### config.mk
export PLATFORM = sky130hd
export DESIGN_NAME = sync_gray_ptr
export DESIGN_NICKNAME = d
export VERILOG_FILES = /design/src/rtl/sync_pkg.sv /design/src/rtl/sync_stages.sv /design/src/rtl/sync_gray_ptr.sv
export SDC_FILE = /design/constraint.sdc
export NUM_CORES = 1
export LEC_CHECK = 0
export ABC_AREA = 1
export CORE_MARGIN = 4
export CORE_UTILIZATION = 39
export DETAILED_ROUTE_END_ITERATION = 8
export GPL_ROUTABILITY_DRIVEN = 0
export PLACE_DENSITY_LB_ADDON = 0.05
export SETUP_SLACK_MARGIN = 0.1
export SYNTH_ARGS = -nofsm -noshare
export SYNTH_HDL_FRONTEND = slang
export SYNTH_SLANG_ARGS = --single-unit
### constraint.sdc
create_clock -name rclk -period 3.7 [get_ports rclk]
set_input_delay 0.555 -clock rclk [delete_from_list [all_inputs] [get_ports rclk]]
set_output_delay 0.555 -clock rclk [all_outputs]
set_load 0.02 [all_outputs]
### src/rtl/sync_pkg.sv
// Shared helpers for the Gray pointer synchronisers: code conversion, bit count and depth limits.
package sync_pkg;

  localparam int SYNC_STAGES_MIN = 2;
  localparam int SYNC_STAGES_MAX = 4;
  // Helpers work on a fixed wide vector; callers zero-extend and truncate to their pointer width.
  localparam int SYNC_MAX_W      = 32;

  function automatic logic [SYNC_MAX_W-1:0] gray2bin(input logic [SYNC_MAX_W-1:0] g);
    logic [SYNC_MAX_W-1:0] b;
    b[SYNC_MAX_W-1] = g[SYNC_MAX_W-1];
    for (int i = SYNC_MAX_W - 2; i >= 0; i--) begin
      b[i] = b[i+1] ^ g[i];
    end
    return b;
  endfunction

  function automatic logic [SYNC_MAX_W-1:0] bin2gray(input logic [SYNC_MAX_W-1:0] b);
    return b ^ (b >> 1);
  endfunction

  function automatic logic [31:0] popcount(input logic [SYNC_MAX_W-1:0] v);
    logic [31:0] c;
    c = 32'd0;
    for (int i = 0; i < SYNC_MAX_W; i++) begin
      c = c + {31'd0, v[i]};
    end
    return c;
  endfunction

endpackage

### src/rtl/sync_stages.sv
// Plain flop chain for bringing a Gray pointer into the local clock domain; no logic between stages.
module sync_stages #(
  parameter int WIDTH  = 5,
  parameter int STAGES = 2
) (
  input  logic             rclk,
  input  logic             rrst,
  input  logic [WIDTH-1:0] i_d,
  output logic [WIDTH-1:0] o_q
);

  logic [WIDTH-1:0] r_stage [STAGES];

  // Shift the asynchronous input through the chain, clearing every stage on reset.
  always_ff @(posedge rclk) begin
    if (rrst) begin
      for (int k = 0; k < STAGES; k++) begin
        r_stage[k] <= {WIDTH{1'b0}};
      end
    end else begin
      r_stage[0] <= i_d;
      for (int k = 1; k < STAGES; k++) begin
        r_stage[k] <= r_stage[k-1];
      end
    end
  end

  assign o_q = r_stage[STAGES-1];

endmodule

### src/rtl/sync_gray_ptr.sv
// Gray pointer synchroniser with registered binary view, update pulse and pointer advance.
// Build option SYNC_GRAY_CHECK_EN adds a sticky flag for illegal multi-bit Gray steps.
module sync_gray_ptr
  import sync_pkg::*;
#(
  parameter int ADDRSIZE = 4,
  parameter int STAGES   = 2
) (
  input  logic                rclk,
  input  logic                rrst,
  input  logic [ADDRSIZE:0]   wptr,
  output logic [ADDRSIZE:0]   rq_wptr,
  output logic [ADDRSIZE:0]   rq_wbin,
  output logic                rq_upd,
  output logic [ADDRSIZE:0]   rq_delta,
  output logic                rq_err
);

  localparam int W = ADDRSIZE + 1;

  if ((STAGES < SYNC_STAGES_MIN) || (STAGES > SYNC_STAGES_MAX)) begin : g_bad_stages
    $error("sync_gray_ptr: STAGES must lie in 2..4");
  end

  logic [W-1:0] w_sync;
  logic [W-1:0] w_bin;
  logic         w_upd;
  logic [W-1:0] w_delta;
  logic [W-1:0] r_wbin;
  logic         r_upd;
  logic [W-1:0] r_delta;

  sync_stages #(
    .WIDTH  (W),
    .STAGES (STAGES)
  ) u_stages (
    .rclk (rclk),
    .rrst (rrst),
    .i_d  (wptr),
    .o_q  (w_sync)
  );

  // Decode the synchronised pointer and measure how far it moved since the last registered value.
  always_comb begin
    w_bin   = W'(gray2bin(SYNC_MAX_W'(w_sync)));
    w_upd   = (w_bin != r_wbin);
    w_delta = {W{1'b0}};
    if (w_upd) begin
      w_delta = w_bin - r_wbin;
    end else begin
      w_delta = {W{1'b0}};
    end
  end

  // Register the binary pointer together with its update pulse and advance.
  always_ff @(posedge rclk) begin
    if (rrst) begin
      r_wbin  <= {W{1'b0}};
      r_upd   <= 1'b0;
      r_delta <= {W{1'b0}};
    end else begin
      r_wbin  <= w_bin;
      r_upd   <= w_upd;
      r_delta <= w_delta;
    end
  end

  assign rq_wptr  = w_sync;
  assign rq_wbin  = r_wbin;
  assign rq_upd   = r_upd;
  assign rq_delta = r_delta;

`ifdef SYNC_GRAY_CHECK_EN
  logic r_armed;
  logic r_err;
  logic w_illegal;

  // A legal Gray step flips exactly one bit relative to the previously accepted pointer.
  always_comb begin
    w_illegal = (popcount(SYNC_MAX_W'(w_sync ^ W'(bin2gray(SYNC_MAX_W'(r_wbin))))) > 32'd1);
  end

  // The first update after reset only arms the checker; later updates are screened.
  always_ff @(posedge rclk) begin
    if (rrst) begin
      r_armed <= 1'b0;
      r_err   <= 1'b0;
    end else begin
      r_armed <= r_armed | w_upd;
      if (w_upd && r_armed && w_illegal) begin
        r_err <= 1'b1;
      end else begin
        r_err <= r_err;
      end
    end
  end

  assign rq_err = r_err;
`else
  assign rq_err = 1'b0;
`endif

endmodule
==> flow_metrics.tcl <==
set metrics [dict create \
    outcome "completed" \
    num-fill-cells 230 \
    totalWireLength_mm 1.39 \
    nets 139 \
    drive_gt1_share_pct 12.7 \
    cts_buffers 3 \
    seq_area_um2 420 \
    via_per_inst 4.29 \
    drt.antenna.violating_nets 0 \
    hold_path.class "reg -> reg" \
    postCtsHoldBufs 0 \
    yosys_warnings 0 \
    synthTopCellsByArea "dfxtp_1 (46%), inv_1 (10%), nor2_1 (7.4%)" \
    skew_ps 2.10 \
    antenna_found_initial 0 \
    finalCritPeriodShare_pct 61.1 \
    num_rows 17 \
    relSlewSlack_pct 61.9 \
    clock_latency_ps 310 \
    tightest_slew_ps 569 \
    cts_setup_buffers 0 \
    peakVddDrop_v 0.000221 \
    portBuffers 22 \
    arrival_ps 2520 \
    overflow 0 \
    synth_fp_nets 119 \
    max_freq_mhz 443 \
    avgRoutedWirePerCell_um 9.05 \
    synthCells 107 \
    leakage_nw 0.530 \
    required_ps 3960 \
    antennaDiodeCount 0 \
    drt_iter0_drc 3 \
    hold_viol_final 0 \
    fin_setup_tns_ps 0 \
    dr.pass1.iters 4 \
    synth_top_cell_area_share_pct 46.3 \
    cts_resized 0 \
    start_kind "register" \
    syn_to_final_growth_pct 25.8 \
    fin_crit_ps 2260 \
    first_global_vias 617 \
    die-area_mm2 0.00316 \
    maxSlewViolCount 0 \
    clock_sinks 21 \
    power_density_mw_per_mm2 429 \
    synth_area_leader_cell "dfxtp_1" \
    synth_cell_types 23 \
    rsz0062_at_grt "false" \
    yosysSeqAreaShare_pct 46.3 \
    grt_max_degree 17 \
    die_h_um 56.2 \
    syn_area_um2 907 \
    finalSetupViolations 0 \
    fp.coreArea_mm2 0.00221 \
    final_util_pct 51.6 \
    cts_tree "yes" \
    clk_pin_slew_ps 120 \
    dp.cells 150 \
    total_power_w 0.000489 \
    clock_path_buffers 2 \
    post-place-ws_ps 1450 \
    drv_cap 0 \
    start_util_pct 41.0 \
    io_pins 24 \
    crit_type "reg -> reg" \
    grt_first_pass_wirelength_mm 2.47 \
    vias 661 \
    cts-root-buf "clkbuf_4" \
    htreeDepth 1 \
    cp_max_fo 5 \
    finalNonFillerCells 154 \
    avgSynthCellArea_um2 8.48 \
    ys_seq_elements 21 \
    multi_input_area_um2 340 \
    drt_drc_violations_left 0 \
    endpoint_kind "register" \
    dp_hpwl_mm 1.06 \
    setup_ws_ps 1440 \
    grt_usage_pct 10.3 \
    die_w_um 56.2 \
]
## cell usage after synthesis
cell      count
inv_1        25
dfxtp_1      21
nor2_1       18
nand2_1       9
buf_4         6
ha_1          4
nand2_4       3
nand3_2       3
a21oi_1       2
nand2_2       2
xor2_1        2
a21oi_2       1
a31o_2        1
clkbuf_1      1
conb_1        1
fa_1          1
inv_2         1
nand3_1       1
nand3b_1      1
nand4_1       1
o21ai_0       1
o21bai_2      1
xnor2_1       1
## where the power goes
group / internal (W) / switching (W)
combinational: 0.0000588 / 0.0000672
sequential: 0.000245 / 0.00000721
clock: 0.0000404 / 0.0000706
## critical path, cell delays in order (launching register included)
cell and delay (ps):
dfxtp_1 440, inv_2 70, nand2_1 90, nand3_2 120, nand2_4 100, nand2_4 50
nand2_4 80, nand2_2 60, nand2_1 60, inv_1 40, ha_1 200, fa_1 420
o21ai_0 220, xor2_1 160, inv_1 50, nor2_1 70
## per-stage QoR
| step | instance area [um^2] | hold WS [ps] |
|---|---|---|
| after detailed placement | 1110 | 395 |
| after CTS | 1140 | 413 |
| after global placement | 1110 | 389 |
| after global routing | 1140 | 437 |
| after floorplan | 907 | 388 |
| final | 1140 | 409 |
## layer usage
metal | track usage (%) | part of all wire, % | vias up
met3 | 3.94 | 9.0 | 5
met1 | 10.1 | 39 | 294
met5 | 0 | 0 | -
met2 | 17.5 | 48 | 18
met4 | 7.12 | 3.4 | 0
li1 | - | - | 344
## kinds of logic (layout without fill, tap and decap cells)
kind of cell | count (synthesis) | count (layout) | share of synthesized area (%)
flip-flops | 21 | 21 | 46.3
adder cells (fa/ha/maj) | 5 | 5 | 7.72
XOR/XNOR | 3 | 3 | 2.90
other | 1 | 1 | 0.413
AO/OA/AOI/OAI | 6 | 6 | 4.83
AND/OR/NAND/NOR | 38 | 38 | 21.7
buffers and inverters | 33 | 52 | 16.1
## placed cells by master (no fill, tap or decap), drive strengths merged
| master | n |
|---|---|
| o21bai | 1 |
| nand3 | 4 |
| o21ai | 1 |
| inv | 26 |
| a31o | 1 |
| dfxtp | 21 |
| a21oi | 3 |
| nand4 | 1 |
| xnor2 | 1 |
| nor2 | 18 |
| xor2 | 2 |
| clkdlybuf4s50 | 22 |
| clkinv | 1 |
| fa | 1 |
| conb | 1 |
| nand3b | 1 |
| clkbuf | 3 |
| nand2 | 14 |
| ha | 4 |
## sequential cells by signal, summed over array words and instances (netlist names)
signal	count
u_stages.r_stage	10
rq_delta	5
rq_wbin	5
rq_upd	1
## layout make-up
class | instances | share of cell area, %
clock buffer | 3 | 1.97
clock inverter | 1 | 0.439
inverter | 26 | 8.55
multi-input combinational | 53 | 29.8
sequential | 21 | 36.8
tap | 28 | 3.07
timing repair buffer | 22 | 19.3
## path summary, 6_finish.rpt
| path | from | end | slack [ps] | depth (start not counted) |
|---|---|---|---|---|
| worst min-delay path | u_stages.r_stage[0][2] | u_stages.r_stage[0][7] | 410 | 2 |
| worst max register to register | u_stages.r_stage[0][9] | rq_delta[4] | 1440 | 15 |
| worst max-delay path | u_stages.r_stage[0][9] | rq_delta[4] | 1440 | 15 |
| worst min register to register | u_stages.r_stage[0][2] | u_stages.r_stage[0][7] | 410 | 2 |
Note: power is estimated with default switching activity, not from simulation.
